$ cat config.mk
export PLATFORM = sky130hd
export DESIGN_NAME = escritura_rtc
export DESIGN_NICKNAME = d
export VERILOG_FILES = /design/src/rtl/escritura_rtc_pkg.sv /design/src/rtl/escritura_rtc_timer.sv /design/src/rtl/escritura_rtc.sv
export SDC_FILE = /design/constraint.sdc
export NUM_CORES = 1
export LEC_CHECK = 0
export CORE_MARGIN = 8
export CORE_UTILIZATION = 50
export CTS_CLUSTER_SIZE = 30
export DETAILED_ROUTE_END_ITERATION = 10
export PLACE_DENSITY = 0.89
export SETUP_SLACK_MARGIN = 0.3
export SLEW_MARGIN = 30
export SYNTH_ARGS = -nofsm -noshare
export SYNTH_HDL_FRONTEND = slang
export SYNTH_HIERARCHICAL = 1
export SYNTH_SLANG_ARGS = --single-unit
$ cat constraint.sdc
create_clock -name clk -period 3.5 [get_ports clk]
set_input_delay 0.525 -clock clk [delete_from_list [all_inputs] [get_ports clk]]
set_output_delay 0.525 -clock clk [all_outputs]
set_load 0.01 [all_outputs]
$ cat src/rtl/escritura_rtc_pkg.sv
// Shared definitions for the RTC bus write block (escritura_rtc) and the
// companion RTC read block: FSM state encoding, default bus timing and
// small helpers. The optional BCD check (ESCRITURA_RTC_BCD_CHECK_EN) uses bcd_ok.
package escritura_rtc_pkg;

  localparam int DEF_T_SETUP = 2;
  localparam int DEF_T_PULSE = 5;
  localparam int DEF_T_HOLD  = 2;

  typedef enum logic [2:0] {
    ST_IDLE       = 3'd0,
    ST_ADDR_SETUP = 3'd1,
    ST_ADDR_WR    = 3'd2,
    ST_ADDR_HOLD  = 3'd3,
    ST_DATA_SETUP = 3'd4,
    ST_DATA_WR    = 3'd5,
    ST_DATA_HOLD  = 3'd6,
    ST_DONE       = 3'd7
  } rtc_state_t;

  function automatic int max3(input int a, input int b, input int c);
    int m;
    m = (a > b) ? a : b;
    return (m > c) ? m : c;
  endfunction

  // The phase counter only ever holds (phase length - 1), so clog2 of the
  // longest phase is enough; keep at least one bit for all-ones timing.
  function automatic int cnt_width(input int max_len);
    return (max_len > 1) ? $clog2(max_len) : 1;
  endfunction

  function automatic logic bcd_ok(input logic [7:0] v);
    return (v[7:4] <= 4'd9) && (v[3:0] <= 4'd9);
  endfunction

endpackage

$ cat src/rtl/escritura_rtc_timer.sv
// Loadable down-counter with a zero flag; times every bus phase of the
// RTC write FSM. Load has priority over counting; it stops at zero.
module escritura_rtc_timer
  import escritura_rtc_pkg::*;
#(
  parameter int W = 3
) (
  input  logic         clk,
  input  logic         reset,
  input  logic         load,
  input  logic [W-1:0] load_val,
  input  logic         count_en,
  output logic         zero
);

  logic [W-1:0] cnt;

  // Reload on each phase entry, otherwise count down toward zero
  always_ff @(posedge clk or negedge reset) begin
    if (!reset) begin
      cnt <= '0;
    end else if (load) begin
      cnt <= load_val;
    end else if (count_en && (cnt != '0)) begin
      cnt <= cnt - 1'b1;
    end
  end

  assign zero = (cnt == '0);

endmodule

$ cat src/rtl/escritura_rtc.sv
// RTC multiplexed-bus write sequencer: address phase then data phase, each
// with setup / wr_n pulse / hold timing, followed by a one-cycle done.
// Optional macro ESCRITURA_RTC_BCD_CHECK_EN rejects non-BCD dato with err.
// All bus strobes and status outputs are registered (decoded from next state).
module escritura_rtc
  import escritura_rtc_pkg::*;
#(
  parameter int T_SETUP = DEF_T_SETUP,
  parameter int T_PULSE = DEF_T_PULSE,
  parameter int T_HOLD  = DEF_T_HOLD
) (
  input  logic       clk,
  input  logic       reset,
  input  logic       start,
  input  logic [7:0] addr,
  input  logic [7:0] dato,
  output logic       busy,
  output logic       done,
  output logic       err,
  output logic       cs_n,
  output logic       wr_n,
  output logic       rd_n,
  output logic       ad_n,
  output logic [7:0] ad_out,
  output logic       ad_oe
);

  localparam int T_MAX = max3(T_SETUP, T_PULSE, T_HOLD);
  localparam int CNT_W = cnt_width(T_MAX);

  localparam logic [CNT_W-1:0] LD_SETUP = CNT_W'(T_SETUP - 1);
  localparam logic [CNT_W-1:0] LD_PULSE = CNT_W'(T_PULSE - 1);
  localparam logic [CNT_W-1:0] LD_HOLD  = CNT_W'(T_HOLD - 1);

  rtc_state_t       state;
  rtc_state_t       next_state;
  logic [7:0]       addr_q;
  logic [7:0]       dato_q;
  logic [7:0]       addr_nx;
  logic [7:0]       dato_nx;
  logic             accept;
  logic             start_ok;
  logic             tmr_load;
  logic [CNT_W-1:0] tmr_load_val;
  logic             tmr_en;
  logic             tmr_zero;

  logic             busy_d;
  logic             done_d;
  logic             cs_n_d;
  logic             wr_n_d;
  logic             ad_n_d;
  logic             ad_oe_d;
  logic [7:0]       ad_out_d;

  escritura_rtc_timer #(
    .W (CNT_W)
  ) u_timer (
    .clk      (clk),
    .reset    (reset),
    .load     (tmr_load),
    .load_val (tmr_load_val),
    .count_en (tmr_en),
    .zero     (tmr_zero)
  );

`ifdef ESCRITURA_RTC_BCD_CHECK_EN
  assign start_ok = bcd_ok(dato);

  // A rejected request in IDLE produces a single-cycle err and no bus activity
  always_ff @(posedge clk or negedge reset) begin
    if (!reset) begin
      err <= 1'b0;
    end else begin
      err <= (state == ST_IDLE) && start && !start_ok;
    end
  end
`else
  assign start_ok = 1'b1;
  assign err      = 1'b0;
`endif

  assign rd_n = 1'b1;

  // Next-state and phase-timer control; each phase reloads the timer on entry
  always_comb begin
    next_state   = state;
    accept       = 1'b0;
    tmr_load     = 1'b0;
    tmr_load_val = '0;
    tmr_en       = 1'b0;
    case (state)
      ST_IDLE: begin
        if (start && start_ok) begin
          accept       = 1'b1;
          next_state   = ST_ADDR_SETUP;
          tmr_load     = 1'b1;
          tmr_load_val = LD_SETUP;
        end
      end
      ST_ADDR_SETUP: begin
        if (tmr_zero) begin
          next_state   = ST_ADDR_WR;
          tmr_load     = 1'b1;
          tmr_load_val = LD_PULSE;
        end else begin
          tmr_en = 1'b1;
        end
      end
      ST_ADDR_WR: begin
        if (tmr_zero) begin
          next_state   = ST_ADDR_HOLD;
          tmr_load     = 1'b1;
          tmr_load_val = LD_HOLD;
        end else begin
          tmr_en = 1'b1;
        end
      end
      ST_ADDR_HOLD: begin
        if (tmr_zero) begin
          next_state   = ST_DATA_SETUP;
          tmr_load     = 1'b1;
          tmr_load_val = LD_SETUP;
        end else begin
          tmr_en = 1'b1;
        end
      end
      ST_DATA_SETUP: begin
        if (tmr_zero) begin
          next_state   = ST_DATA_WR;
          tmr_load     = 1'b1;
          tmr_load_val = LD_PULSE;
        end else begin
          tmr_en = 1'b1;
        end
      end
      ST_DATA_WR: begin
        if (tmr_zero) begin
          next_state   = ST_DATA_HOLD;
          tmr_load     = 1'b1;
          tmr_load_val = LD_HOLD;
        end else begin
          tmr_en = 1'b1;
        end
      end
      ST_DATA_HOLD: begin
        if (tmr_zero) begin
          next_state = ST_DONE;
        end else begin
          tmr_en = 1'b1;
        end
      end
      ST_DONE: begin
        next_state = ST_IDLE;
      end
      default: begin
        next_state = ST_IDLE;
      end
    endcase
  end

  // Captured operands as they will be after this edge, so the first bus
  // cycle already shows the new address
  always_comb begin
    addr_nx = accept ? addr : addr_q;
    dato_nx = accept ? dato : dato_q;
  end

  // Output values for the state about to be entered; registered below
  always_comb begin
    busy_d   = (next_state != ST_IDLE);
    done_d   = (next_state == ST_DONE);
    cs_n_d   = 1'b1;
    wr_n_d   = 1'b1;
    ad_n_d   = 1'b1;
    ad_oe_d  = 1'b0;
    ad_out_d = '0;
    case (next_state)
      ST_ADDR_SETUP, ST_ADDR_WR, ST_ADDR_HOLD: begin
        cs_n_d   = 1'b0;
        ad_n_d   = 1'b0;
        ad_oe_d  = 1'b1;
        ad_out_d = addr_nx;
        wr_n_d   = (next_state != ST_ADDR_WR);
      end
      ST_DATA_SETUP, ST_DATA_WR, ST_DATA_HOLD: begin
        cs_n_d   = 1'b0;
        ad_n_d   = 1'b1;
        ad_oe_d  = 1'b1;
        ad_out_d = dato_nx;
        wr_n_d   = (next_state != ST_DATA_WR);
      end
      default: begin
        cs_n_d = 1'b1;
      end
    endcase
  end

  // State and operand capture; reset abandons any write in progress
  always_ff @(posedge clk or negedge reset) begin
    if (!reset) begin
      state  <= ST_IDLE;
      addr_q <= '0;
      dato_q <= '0;
    end else begin
      state  <= next_state;
      addr_q <= addr_nx;
      dato_q <= dato_nx;
    end
  end

  // Registered bus strobes and status so the RTC never sees decode glitches
  always_ff @(posedge clk or negedge reset) begin
    if (!reset) begin
      busy   <= 1'b0;
      done   <= 1'b0;
      cs_n   <= 1'b1;
      wr_n   <= 1'b1;
      ad_n   <= 1'b1;
      ad_oe  <= 1'b0;
      ad_out <= '0;
    end else begin
      busy   <= busy_d;
      done   <= done_d;
      cs_n   <= cs_n_d;
      wr_n   <= wr_n_d;
      ad_n   <= ad_n_d;
      ad_oe  <= ad_oe_d;
      ad_out <= ad_out_d;
    end
  end

endmodule

==> qor.csv <==
stage;metric;value;unit
status;status;finished, final reports clean;
setup_path;CP max stage delay;0.52;ns
floorplan;initial core utilization;0.5154;
floorplan;num rows;21;
route;Via-to-Cell Ratio;5.299;
clock_network;CTS tree;yes;
logic_synthesis;largest family of logic cells by synthesized area;multiplexers;
power;Leakage;0.0009111;uW
final_layout;antenna cells;0;
setup_path;WP buf/inv;1;
placement;placer congestion estimate;0.8061;
clock_network;cts bufs inserted;5;
route;WL final;3326;um
job;Max Cap Viol;0;
clock_network;Post-CTS Hold Fix Bufs;0;
floorplan;die area;0.005503;mm^2
final_layout;Multi-input gate area;691.9;um^2
logic_synthesis;YS warnings;6;
setup_path;CP top delay family;compound AO/OA/AOI/OAI gates;
logic_synthesis;top-count cell post-synth;dfrtp_1;
floorplan;core area;0.003284;mm^2
clock_network;CTS-repair resized insts;0;
route;1st-iter DRT viols;52;
sta;Final Setup Violations;0;
floorplan;Die X;74.19;um
floorplan;IO Pins;35;
setup_path;crit-path cells;inv_1, ha_1, ha_1, a21oi_1, o22ai_1, and2b_4, a221o_1;
sta;Final Max Tran Viols;0;
sta;setup_tns;0;ns
placement;port bufs;32;
sta;Hold WS;0.5029;ns
final_layout;register area;904.6;um^2
placement;Post-DP Area;0.002012;mm^2
clock_network;setup bufs post-CTS;0;
logic_synthesis;largest cells by area after synthesis;dfrtp_1 (49%), mux2_4 (8.9%), dfstp_2 (4.7%);
logic_synthesis;async set-reset flop share out of synthesis;1.000;
final_layout;design area;0.002088;mm^2
setup_path;CP dominant cell by count;ha_1;
logic_synthesis;Most used DFF post-synth;dfrtp_1;
setup_path;CP max stage cell;o22ai_1;
hold_path;Hold Path Depth;1;
logic_synthesis;mux contribution to synthesized area;0.1345;
global_routing;largest net degree at the start of global routing;37;
clock_network;Root Driver;clkbuf_4;
placement;dpl hpwl;2360;um
hold_path;Worst Hold Class;flip-flop to flip-flop;
logic_synthesis;compound-cell area share of the yosys netlist;0.1153;
clock_network;TritonCTS sink count;36;
clock_network;clock tree buffer depth;2;
route;Pre-antenna DRT Iters;4;
final_layout;Non-Filler Instances;211;
setup_path;reg2reg end;u_timer/cnt[0];
setup_path;Crit Path Max Fanout;17;
sta;fin crit period;2.445;ns
final_layout;Final Util;0.6358;
logic_synthesis;synthesized area per cell;12.73;um^2
route;post-DR wirelength/cell;15.76;um
logic_synthesis;top cell type by total area after synthesis;dfrtp_1;
logic_synthesis;Synth top area share;0.4878;
logic_synthesis;sequential cell area fraction in the yosys report;0.5344;
logic_synthesis;top cells by count, synth;dfrtp_1 (33), mux2_4 (10), a22o_1 (8);
hold_path;Endpoint, Worst Hold;addr_q[7];
setup_path;R2R setup slack;1.05;ns
sta;period utilization;0.6986;
setup_path;critical path capture point type;flip-flop;
setup_path;Register-to-Register Path Depth;7;
setup_path;Startpoint Class;flip-flop;
route;DRC Markers;0;
clock_network;Clk Latency, worst-skew pair;0.33;ns
logic_synthesis;xor/xnor cell area share of the yosys netlist;0.01035;
sta;RSZ-0062 raised after global routing;no;
route;DR vias;1118;
global_routing;aggregate global routing overflow;0;
hold_path;hold_sp;addr_q[7];
logic_synthesis;Synth Area in Simple Gates;0.1271;
setup_path;critical path class;flip-flop to flip-flop;
global_routing;initial antenna violation count;0;
sta;skew final;0.007378;ns
sta;maximum clock rate;409.0;MHz
final_layout;area delta synth->final;23.36;%
global_routing;first-pass GRT wire length;5340;um
sta;Fin. Hold Viols;0;
logic_synthesis;cell area after synthesis;0.001693;mm^2
setup_path;Required @ worst endpoint;3.73;ns
power;pwr dens;950.9;mW/mm^2
clock_network;CTS clk-pin slew, worst paths;0.10;ns
logic_synthesis;distinct cell type count after synthesis;40;
logic_synthesis;synthesized flop and latch total;36;
final_layout;share of cells above drive strength 1;0.1939;
global_routing;GRT Overall Usage;0.1286;
setup_path;crit path DAT;2.67;ns
logic_synthesis;Mapped Cells;133;
floorplan;Die H;74.19;um
sta;slew margin rel.;0.5548;
final_layout;fillcell total;251;
final_layout;Final #Nets;185;
route;Post-DRT Antenna Nets;0;
logic_synthesis;Adder-Cell Fraction of Synth Area;0.01478;
power;VDD IR-drop max;0.4749;mV
placement;Post-Place Cells;203;
sta;Slew @ Worst Pin;0.6678;ns
clock_network;# H-tree levels;2;
setup_path;R2R Path Start;u_timer/cnt[0];
logic_synthesis;EDFF count, synth;0;
global_routing;vias in the first global route;1094;
worst max path at each step:
stage / slack, ns / to / cells after the start / from
2_1_floorplan: 1.42 / u_timer/cnt[0] / 9 / u_timer/cnt[0]
3_3_place_gp: 1.08 / u_timer/cnt[0] / 6 / start
3_5_place_dp: 0.94 / u_timer/cnt[0] / 6 / start
4_1_cts: 1.07 / u_timer/cnt[0] / 7 / u_timer/cnt[0]
5_1_grt: 0.85 / u_timer/cnt[0] / 7 / u_timer/cnt[0]
6_report: 1.05 / u_timer/cnt[0] / 7 / u_timer/cnt[0]
through the flow:
stage               power [uW]  worst slack (ns)
CTS                       2003             1.072
finish                    1986             1.055
global route              2130            0.8493
floorplan                 1455             1.422
global placement          1649             1.079
detailed placement        1723            0.9367
metal layers:
layer	global-route usage	up-vias	wire length (um)
met3	0.04852	4	285
met1	0.1515	547	1423
met5	0	-	0
li1	-	528	-
met2	0.2051	39	1572
met4	0.05322	0	44
registers in the layout (all words and copies together) (netlist names):
name,flops
ad_out,8
addr_q,8
dato_q,8
state,3
u_timer/cnt,3
ad_n,1
ad_oe,1
busy,1
cs_n,1
done,1
wr_n,1
cells in the final DEF (no fill, tap or decap), types with 4 or more instances in the layout:
cell type	Yosys	final
mux2_4	10	10
a21oi_1	6	6
inv_1	6	6
nor3_1	4	4
dfrtp_1	33	33
clkdlybuf4s50_1	0	32
clkbuf_4	0	5
mux2_2	6	6
a22o_1	8	8
logic make-up after synthesis:
group	after synthesis
flops	36
simple gates	31
compound gates	26
mux	17
buf+inv	17
fa+ha+maj	2
other cells	2
xor+xnor	2
power breakdown:
part	internal (uW)	switching (uW)	total, uW	leakage, uW
Clock	150	133	283	0.0000422
Sequential	626	140	765	0.000428
Combinational	524	414	938	0.000440
Total	1300	687	1990	0.000911
layout make-up:
type | count | area share
clock inverter | 2 | 0.01678
inverter | 6 | 0.01078
multi-input combinational | 81 | 0.3313
timing repair buffer | 34 | 0.1606
tap | 46 | 0.02756
clock buffer | 6 | 0.01977
sequential | 36 | 0.4332
(Power assumes the default switching activity.)
